$ cat config.mk
export PLATFORM = sky130hd
export DESIGN_NAME = addsub_seq
export DESIGN_NICKNAME = d
export VERILOG_FILES = /design/src/rtl/addsub_seq.sv
export SDC_FILE = /design/constraint.sdc
export NUM_CORES = 1
export LEC_CHECK = 0
export CORE_AREA = 4 4 102 104
export DETAILED_ROUTE_END_ITERATION = 8
export DIE_AREA = 0 0 106 108
export GPL_TIMING_DRIVEN = 1
export HOLD_SLACK_MARGIN = 0.06
export PLACE_DENSITY_LB_ADDON = 0.3
export REMOVE_ABC_BUFFERS = 1
export SETUP_SLACK_MARGIN = 0.5
export SLEW_MARGIN = 15
export SYNTH_ARGS = -nofsm -noshare
export SYNTH_HDL_FRONTEND = slang
export SYNTH_SLANG_ARGS = --single-unit
$ cat constraint.sdc
create_clock -name clk -period 6.46 [get_ports clk]
set_input_delay 1.292 -clock clk [delete_from_list [all_inputs] [get_ports clk]]
set_output_delay 1.292 -clock clk [all_outputs]
set_load 0.02 [all_outputs]
$ cat src/rtl/addsub_seq.sv
// addsub_seq: multi-cycle add/subtract through one CHUNK-wide carry chain, with N/Z/C/V flags.
// Define ADDSUB_SAT_EN to add the sat_signed input, which clamps signed overflows in the result.
module addsub_seq #(
    parameter int WIDTH = 32,
    parameter int CHUNK = 8
) (
    input  logic             clk,
    input  logic             rst_n,
    input  logic             in_valid,
    output logic             in_ready,
    input  logic [WIDTH-1:0] a,
    input  logic [WIDTH-1:0] b,
    input  logic             sub,
`ifdef ADDSUB_SAT_EN
    input  logic             sat_signed,
`endif
    output logic             out_valid,
    input  logic             out_ready,
    output logic [WIDTH-1:0] result,
    output logic             flag_n,
    output logic             flag_z,
    output logic             flag_c,
    output logic             flag_v
);

    // WIDTH must be an integer multiple of CHUNK.
    localparam int NCHUNK = WIDTH / CHUNK;
    localparam int CW = (NCHUNK > 1) ? $clog2(NCHUNK) : 1;
    localparam logic [CW-1:0] LAST = CW'(NCHUNK - 1);

    typedef enum logic [1:0] {IDLE, RUN, DONE} state_t;

    state_t           state_q;
    logic [WIDTH-1:0] a_q;
    logic [WIDTH-1:0] b_q;
    logic [CW-1:0]    cnt_q;
    logic             carry_q;
    logic             zero_q;
    logic [WIDTH-1:0] result_q;
    logic             flagN_q;
    logic             flagZ_q;
    logic             flagC_q;
    logic             flagV_q;
    logic             inReady_q;
    logic             outValid_q;
`ifdef ADDSUB_SAT_EN
    logic             satSigned_q;
`endif

    int               chunkBase;
    logic [CHUNK-1:0] aChunk;
    logic [CHUNK-1:0] bChunk;
    logic [CHUNK-1:0] sum_d;
    logic             carry_d;
    logic             zero_d;
    logic             overflow_d;
    logic [WIDTH-1:0] satValue;

    // b_q already holds ~b for subtract, so the chunk adder is the same for both ops.
    always_comb begin
        chunkBase  = int'(cnt_q) * CHUNK;
        aChunk     = a_q[chunkBase +: CHUNK];
        bChunk     = b_q[chunkBase +: CHUNK];
        {carry_d, sum_d} = {1'b0, aChunk} + {1'b0, bChunk} + {{CHUNK{1'b0}}, carry_q};
        zero_d     = zero_q & (sum_d == '0);
        overflow_d = (a_q[WIDTH-1] == b_q[WIDTH-1]) && (sum_d[CHUNK-1] != a_q[WIDTH-1]);
        satValue   = a_q[WIDTH-1] ? {1'b1, {(WIDTH-1){1'b0}}} : {1'b0, {(WIDTH-1){1'b1}}};
    end

    always_ff @(posedge clk or negedge rst_n) begin
        if (!rst_n) begin
            state_q     <= IDLE;
            a_q         <= '0;
            b_q         <= '0;
            cnt_q       <= '0;
            carry_q     <= 1'b0;
            zero_q      <= 1'b0;
            result_q    <= '0;
            flagN_q     <= 1'b0;
            flagZ_q     <= 1'b0;
            flagC_q     <= 1'b0;
            flagV_q     <= 1'b0;
            inReady_q   <= 1'b1;
            outValid_q  <= 1'b0;
`ifdef ADDSUB_SAT_EN
            satSigned_q <= 1'b0;
`endif
        end else begin
            case (state_q)
                IDLE: begin
                    if (in_valid && inReady_q) begin
                        a_q         <= a;
                        b_q         <= sub ? ~b : b;
                        carry_q     <= sub;
                        cnt_q       <= '0;
                        zero_q      <= 1'b1;
                        inReady_q   <= 1'b0;
                        state_q     <= RUN;
`ifdef ADDSUB_SAT_EN
                        satSigned_q <= sat_signed;
`endif
                    end
                end
                RUN: begin
                    result_q[chunkBase +: CHUNK] <= sum_d;
                    carry_q <= carry_d;
                    zero_q  <= zero_d;
                    if (cnt_q == LAST) begin
                        flagC_q    <= carry_d;
                        flagV_q    <= overflow_d;
                        flagN_q    <= sum_d[CHUNK-1];
                        flagZ_q    <= zero_d;
                        outValid_q <= 1'b1;
                        state_q    <= DONE;
`ifdef ADDSUB_SAT_EN
                        if (overflow_d && satSigned_q) begin
                            result_q <= satValue;
                        end
`endif
                    end else begin
                        cnt_q <= cnt_q + 1'b1;
                    end
                end
                DONE: begin
                    if (out_ready) begin
                        outValid_q <= 1'b0;
                        inReady_q  <= 1'b1;
                        state_q    <= IDLE;
                    end
                end
                default: begin
                    state_q    <= IDLE;
                    inReady_q  <= 1'b1;
                    outValid_q <= 1'b0;
                end
            endcase
        end
    end

`ifndef ADDSUB_SAT_EN
    // Without saturation the clamp value has no consumer.
    logic unusedSat;
    assign unusedSat = ^satValue;
`endif

    assign in_ready  = inReady_q;
    assign out_valid = outValid_q;
    assign result    = result_q;
    assign flag_n    = flagN_q;
    assign flag_z    = flagZ_q;
    assign flag_c    = flagC_q;
    assign flag_v    = flagV_q;

endmodule

==> results of run 1 <==
report_power, final:
part | switching [mW] | internal [mW] | leakage, nW
sequential | 0.205 | 0.945 | 1.36
clock | 0.229 | 0.181 | 0.101
combinational | 1.02 | 0.781 | 1.21
final timing paths:
| kind | from | to | slack (ns) |
|---|---|---|---|
| max | cnt_q[1] | flag_z | 2.58 |
| min | result[23] | result[23] | 0.49 |
| max reg2reg | cnt_q[1] | flag_z | 2.58 |
| min reg2reg | result[23] | result[23] | 0.49 |
| max in group asynchronous | rst_n | b_q[28] | 4.37 |
| min in group asynchronous | rst_n | result[31] | 0.93 |
area by class of cell:
class | instances | area, um^2
Sequential cell | 108 | 2700
Clock inverter | 6 | 62.6
Tap cell | 133 | 166
Fill cell | 752 | 3080
Inverter | 9 | 33.8
Multi-Input combinational cell | 291 | 2300
Clock buffer | 10 | 128
Timing Repair Buffer | 109 | 1080
per-layer routing:
metal  up-vias  global-route usage
met5         -                   0
met4         0              0.0611
met3        16              0.0424
met2       121               0.326
met1      1743               0.278
li1       1718                   -
state kept, by name, indices dropped and copies added (netlist names):
signal and count:
a_q 32, b_q 32, result 32, cnt_q 2
state_q 2, carry_q 1, flag_c 1, flag_n 1
flag_v 1, flag_z 1, in_ready 1, out_valid 1
zero_q 1
worst register-to-register path: stages (launching register included):
cell and delay, ns:
dfrtp_1 0.87, mux4_2 0.36, inv_1 0.06, fa_1 0.50, fa_1 0.49, nand2b_1 0.18
a21oi_1 0.19, xor2_1 0.18, or3_1 0.40, or3b_4 0.42, o31ai_4 0.16
cell usage in the layout, fill, tap and decap left out, types with 2 or more instances in the layout:
cell               n
nor3_1             3
a21oi_1           38
nor2_1            40
fa_1               2
or4_1              3
nand2_1           34
clkdlybuf4s50_1  104
o21ai_1           12
a22o_2             4
nor2b_1            2
o21ai_0           16
mux4_2            16
nand3_1            2
nand2b_1           3
mux2_2            32
buf_4              4
clkinv_2           3
o21a_1             2
or3_1              3
dfrtp_1          107
a22o_1             8
ha_1              13
xor2_1             3
o31ai_1            2
inv_1              9
xnor2_1           33
inv_6              2
clkbuf_8           9
through the flow:
stage                     worst slack (ns)  cell area (um^2)  hold WS [ns]  TNS, ns  cells
final                                 2.58              6470         0.492        0    666
after global routing                  2.45              6470         0.513        0    666
after CTS                             2.62              6470         0.495        0    666
after detailed placement              2.65              6280         0.476        0    650
after global placement                2.74              6280         0.465        0    650
after floorplan                      -3.55              5020         0.475  -225.00    408
cell families (layout without fill, tap and decap cells):
group                    after synthesis  count (layout)  synth area share
flip-flops                           108             108             0.529
buffers and inverters                 29             134            0.0230
AND/OR/NAND/NOR                      100             100            0.0928
XOR/XNOR                              36              36            0.0617
multiplexers                          48              48             0.141
adder cells (fa/ha/maj)               15              15            0.0397
AO/OA/AOI/OAI                         92              92             0.112
==> results.json, run 1 <==
{
  "status": "finished, final reports clean",
  "hold_path_class": "reg2reg",
  "synth.top_cell.area_share": 0.524,
  "synth-seq-cells": 108,
  "finalPower_mw": 3.36,
  "grt_overflow": 0,
  "fp.coreArea_um2": 9550,
  "topRoutingLayerUsed": "met4",
  "post-route-util": 0.678,
  "power.leakage_nw": 2.67,
  "irDropWorstVdd_uv": 354,
  "min_delay_path_depth": 2,
  "cts_root_buf": "clkbuf_8",
  "setup_repair_after_global_routing_missed_its_margin": "false",
  "report.final.setup_viol": 0,
  "tritoncts_clock_tree": "yes",
  "detail_route.vias_per_cell": 5.40,
  "floorplan.die_area_um2": 11400,
  "worst_pin_slew_ns": 1.01,
  "detailroute.wirelength.met2_um": 5300,
  "h-tree-depth": 3,
  "number_of_maximum_capacitance_constraint_violations": 0,
  "core.rowCount": 36,
  "synth_async_sr_flop_share": 1.00,
  "die_y_um": 108,
  "post_cts_resized": 0,
  "critPathTopFamily": "simple AND/OR/NAND/NOR gates",
  "num-nets-final": 612,
  "globalRouteTotalUtil": 0.202,
  "synth_enable_flop_cells": 0,
  "globalplace.congestion": 0.838,
  "grt_first_pass_wirelength_um": 18200,
  "timing_worst_setup_path_type": "reg2reg",
  "fmaxAchievable_ghz": 0.258,
  "critical_path_depth_in_cells": 10,
  "critical-path-slowest-cell": "dfrtp_1",
  "syn_inst": 428,
  "ys_warn_count": 0,
  "cts_buffers": 9,
  "detail_route.wirelength_um": 11000,
  "cts.reportedPaths.clkPinSlew_ns": 0.10,
  "io-pin-count": 107,
  "syn-mean-instance-area_um2": 11.9,
  "mappedNetlistArea_um2": 5110,
  "hold_viol_final": 0,
  "worstPathBufferInverterCount": 1,
  "cts_hold_repair.buffers": 0,
  "synth_top_cells_by_area": "dfrtp_1 (52%), mux2_2 (7.1%), mux4_2 (7.1%)",
  "postRouteAntennaNets": 0,
  "length_of_routed_met3_wiring_um": 545,
  "seq_area_frac_synth": 0.529,
  "max_fo_critical_path": 20,
  "postCtsSetupBuffers": 0,
  "fin_crit_ns": 3.88,
  "dieWidth_um": 106,
  "drc": 0,
  "clock-skew-final_ns": 0.0147,
  "most_frequent_cp_cell": "fa_1",
  "detailedPlacementHpwl_um": 8310,
  "r2r.worst_path.cells": 10,
  "floorplan.initialDensity": 0.535,
  "wirelength_per_cell_um": 16.5,
  "post-synth-top-count-cell": "dfrtp_1",
  "post_route_cells_drive_above_1_share": 0.150,
  "clock_tree_buffer_depth": 2,
  "drt_iter0_markers": 141,
  "synth_top_area_cell": "dfrtp_1",
  "placement.io_buffers": 106,
  "cpPeakStageDelay_ns": 0.87,
  "max-slew-margin-rel": 0.324,
  "grt_antenna_before_repair": 0,
  "timing_max_transition_violations_final": 0,
  "start_kind": "flop",
  "antenna_cells": 0,
  "required_ns": 6.75,
  "timing.critical_path.cells": "mux4_2 > inv_1 > fa_1 > fa_1 > nand2b_1 > a21oi_1 > xor2_1 > or3_1 > or3b_4 > o31ai_4",
  "routed-via-count": 3598,
  "detailed_route_wire_length_on_metal_1_um": 4960,
  "detailedRoute.firstPassIterationCount": 5,
  "synthTopCellsByCount": "dfrtp_1 (107), nor2_1 (40), a21oi_1 (38)",
  "crit_end_category": "flop",
  "power_density_nw_per_um2": 519,
  "grt_max_degree": 101,
  "finalCritPeriodShare": 0.600,
  "syn2layout_area_growth_pct": 26.7,
  "timing.critical_path.arrival_ns": 4.17,
  "via_count_of_the_first_global_routing_pass": 3655,
  "synth_cell_types": 48,
  "postSynth.topFlopCell": "dfrtp_1",
  "worstSkewPairLatency_ns": 0.37,
  "clkSinkCount": 108
}
Note: power is estimated with default switching activity, not from simulation.
==> inputs of run 2 (changes only) <==
--- a/config.mk
+++ b/config.mk
@@ -5,9 +5,9 @@
 export SDC_FILE = /design/constraint.sdc
 export NUM_CORES = 1
 export LEC_CHECK = 0
-export CORE_AREA = 4 4 102 104
+export CORE_AREA = 4 4 106 108
 export DETAILED_ROUTE_END_ITERATION = 8
-export DIE_AREA = 0 0 106 108
+export DIE_AREA = 0 0 110 112
 export GPL_TIMING_DRIVEN = 1
 export HOLD_SLACK_MARGIN = 0.06
 export PLACE_DENSITY_LB_ADDON = 0.3
==> constraint.sdc (replaced) <==
create_clock -name clk -period 4 [get_ports clk]
set_input_delay 0.8 -clock clk [delete_from_list [all_inputs] [get_ports clk]]
set_output_delay 0.8 -clock clk [all_outputs]
set_load 0.02 [all_outputs]
==> run 2 against run 1 <==
Utilization is 4.1 points lower. Highest routed layer unchanged. Sequential power is 57% higher. Combinational power is 70% higher. Critical endpoint unchanged. Flip-flop and latch count stayed put. Maximum frequency is 17% higher. Count of clock-buffer cells in the layout stayed put. Total power is 64% higher. Largest cell class unchanged. Register-to-register slack worse by 1.9 ns. Cell count is 0.75% higher.
==> results.json, run 2 (synthesized netlist as in run 1, its figures left out) <==
{
  "hold_path_class": "in2async",
  "power.leakage_nw": 2.69,
  "cellInternalPower_mw": 3.12,
  "power.net_switching_mw": 2.38,
  "worst_pin_slew_ns": 0.949,
  "postPlaceCellArea_um2": 6310,
  "regToRegStartpoint": "cnt_q[0]",
  "h-tree-depth": 3,
  "cts_hold_repair.buffers": 0,
  "cpPeakStageDelay_ns": 0.47,
  "clock-skew-final_ns": 0.0109,
  "wirelength_per_cell_um": 16.5,
  "grt_max_degree": 88,
  "drt_iter0_markers": 172,
  "clkSinkCount": 108,
  "max_fo_critical_path": 5,
  "core.rowCount": 37,
  "placement.io_buffers": 106,
  "dieWidth_um": 110,
  "fp.coreArea_um2": 10200,
  "finalNonFillerCells": 671,
  "seq_power_share": 0.327,
  "routed-via-count": 3589,
  "r2r.worst_path.cells": 10,
  "groute.layer.met2.usage": 0.309,
  "use_met3": 0.0272,
  "max-slew-margin-rel": 0.357,
  "fill_cells": 821,
  "status": "finished, final reports clean",
  "place.detailed.instances": 657,
  "clockPowerShare": 0.117,
  "cts_buffers": 9,
  "clock_tree_buffer_depth": 2,
  "finalPower_mw": 5.51,
  "io-pin-count": 107,
  "grt_first_pass_wirelength_um": 18400,
  "cts_root_buf": "clkbuf_8",
  "critical-path-slowest-cell": "fa_1",
  "post-route-util": 0.637,
  "setup.reg_to_reg.worst_slack_ns": 0.69,
  "crit_end_category": "flop",
  "globalplace.congestion": 0.817,
  "timing_worst_setup_path_type": "reg2reg",
  "finalCritPeriodShare": 0.829,
  "grt_overflow": 0,
  "hold_viol_final": 0,
  "postCtsSetupBuffers": 0,
  "postRouteAntennaNets": 0,
  "floorplan.die_area_um2": 12300,
  "globalRouteTotalUtil": 0.192,
  "report.final.setup_viol": 0,
  "detailedPlacementHpwl_um": 8460,
  "post_cts_resized": 0,
  "drc": 0,
  "via_count_of_the_first_global_routing_pass": 3657,
  "fmaxAchievable_ghz": 0.302,
  "power.switching_fraction": 0.433,
  "number_of_maximum_capacitance_constraint_violations": 0,
  "die_y_um": 112,
  "timing_max_transition_violations_final": 0,
  "fin_crit_ns": 3.31,
  "post_route_cells_drive_above_1_share": 0.159,
  "timing.critical_path.arrival_ns": 3.60,
  "tritoncts_clock_tree": "yes",
  "top_usage_layer": "met2",
  "start_kind": "flop",
  "worstSkewPairLatency_ns": 0.37,
  "rr_endpoint": "flag_z",
  "num-nets-final": 616,
  "power.share.combinational": 0.556,
  "commonest_cells_after_routing_fill_and_taps_aside": "dfrtp_1 (107), clkdlybuf4s50_1 (104), nor2_1 (40)",
  "power_density_nw_per_um2": 845,
  "globalRouteMet1Util": 0.260,
  "grt_antenna_before_repair": 0,
  "fin_hold_ws_ns": 0.466,
  "detail_route.vias_per_cell": 5.35,
  "cts.reportedPaths.clkPinSlew_ns": 0.10,
  "required_ns": 4.29,
  "irDropWorstVdd_uv": 549,
  "timing.critical_path.cells": "mux4_2 > inv_1 > fa_2 > fa_1 > nand2b_1 > a21oi_2 > xor2_2 > or3_1 > or3b_4 > o31ai_4",
  "detail_route.wirelength_um": 11100,
  "antenna_cells": 0,
  "setup_repair_after_global_routing_missed_its_margin": "false",
  "mostFrequentLayoutCell": "dfrtp_1",
  "stdcell_area_um2": 6520,
  "syn2layout_area_growth_pct": 27.6,
  "detailedRoute.firstPassIterationCount": 4,
  "floorplan.initialDensity": 0.499
}
==> run 2: changes by cell type in the layout (fill, tap and decap cells not counted), sizes merged <==
cell / previous run / this run
buf: 5 / 9
clkinv: 3 / 1
clkinvlp: 0 / 1
inv: 11 / 10
==> run 2: power groups by stage <==
stage	registers, mW	logic [mW]	clock network [mW]
after CTS	1.80	3.02	0.651
final	1.80	3.06	0.643
after detailed placement	1.83	3.01	0
after global placement	1.80	2.91	0
after global routing	1.86	3.36	0.693
after floorplan	1.88	1.92	0
==> run 2: per-layer routing <==
metal | up-vias | part of all wire | routed length [um]
met3 | 19 | 0.055 | 612
li1 | 1722 | - | -
met5 | - | 0 | 0
met2 | 112 | 0.49 | 5460
met4 | 0 | 0.024 | 270
met1 | 1736 | 0.43 | 4750
==> run 2: worst max-delay path, delay by kind of cell, from the launching register on <==
| kind | cells | cell delay [ns] |
|---|---|---|
| xor gates and xnor gates | 1 | 0.14 |
| and+or+nand+nor | 3 | 1.00 |
| AOI/OAI and AO/OA | 2 | 0.35 |
| buffers and inverters | 1 | 0.06 |
| muxes | 1 | 0.35 |
| DFF | 1 | 0.45 |
| adders and majority gates | 2 | 0.89 |
==> run 2: how the worst max path moves through the flow <==
stage,end,startpoint
final,flag_z,cnt_q[0]
after global routing,flag_z,cnt_q[0]
after CTS,flag_z,cnt_q[0]
after detailed placement,flag_z,cnt_q[0]
after global placement,flag_z,cnt_q[0]
after floorplan,a_q[0],in_valid
==> run 2: area by class of cell <==
type | count | area, um^2 | area share
clock buffers | 10 | 128 | 0.0196
flip-flops and latches | 108 | 2700 | 0.415
clock inverters | 4 | 51.3 | 0.00787
well taps | 136 | 170 | 0.0261
repair buffers | 113 | 1110 | 0.171
inverters | 9 | 33.8 | 0.00519
multi-input cells | 291 | 2310 | 0.355
==> run 2: through the flow <==
step                worst slack [ns]  TNS, ns
CTS                            0.533        0
floorplan                      -5.51  -360.79
global route                   0.531        0
detailed placement             0.593        0
global placement               0.672        0
finish                         0.686        0
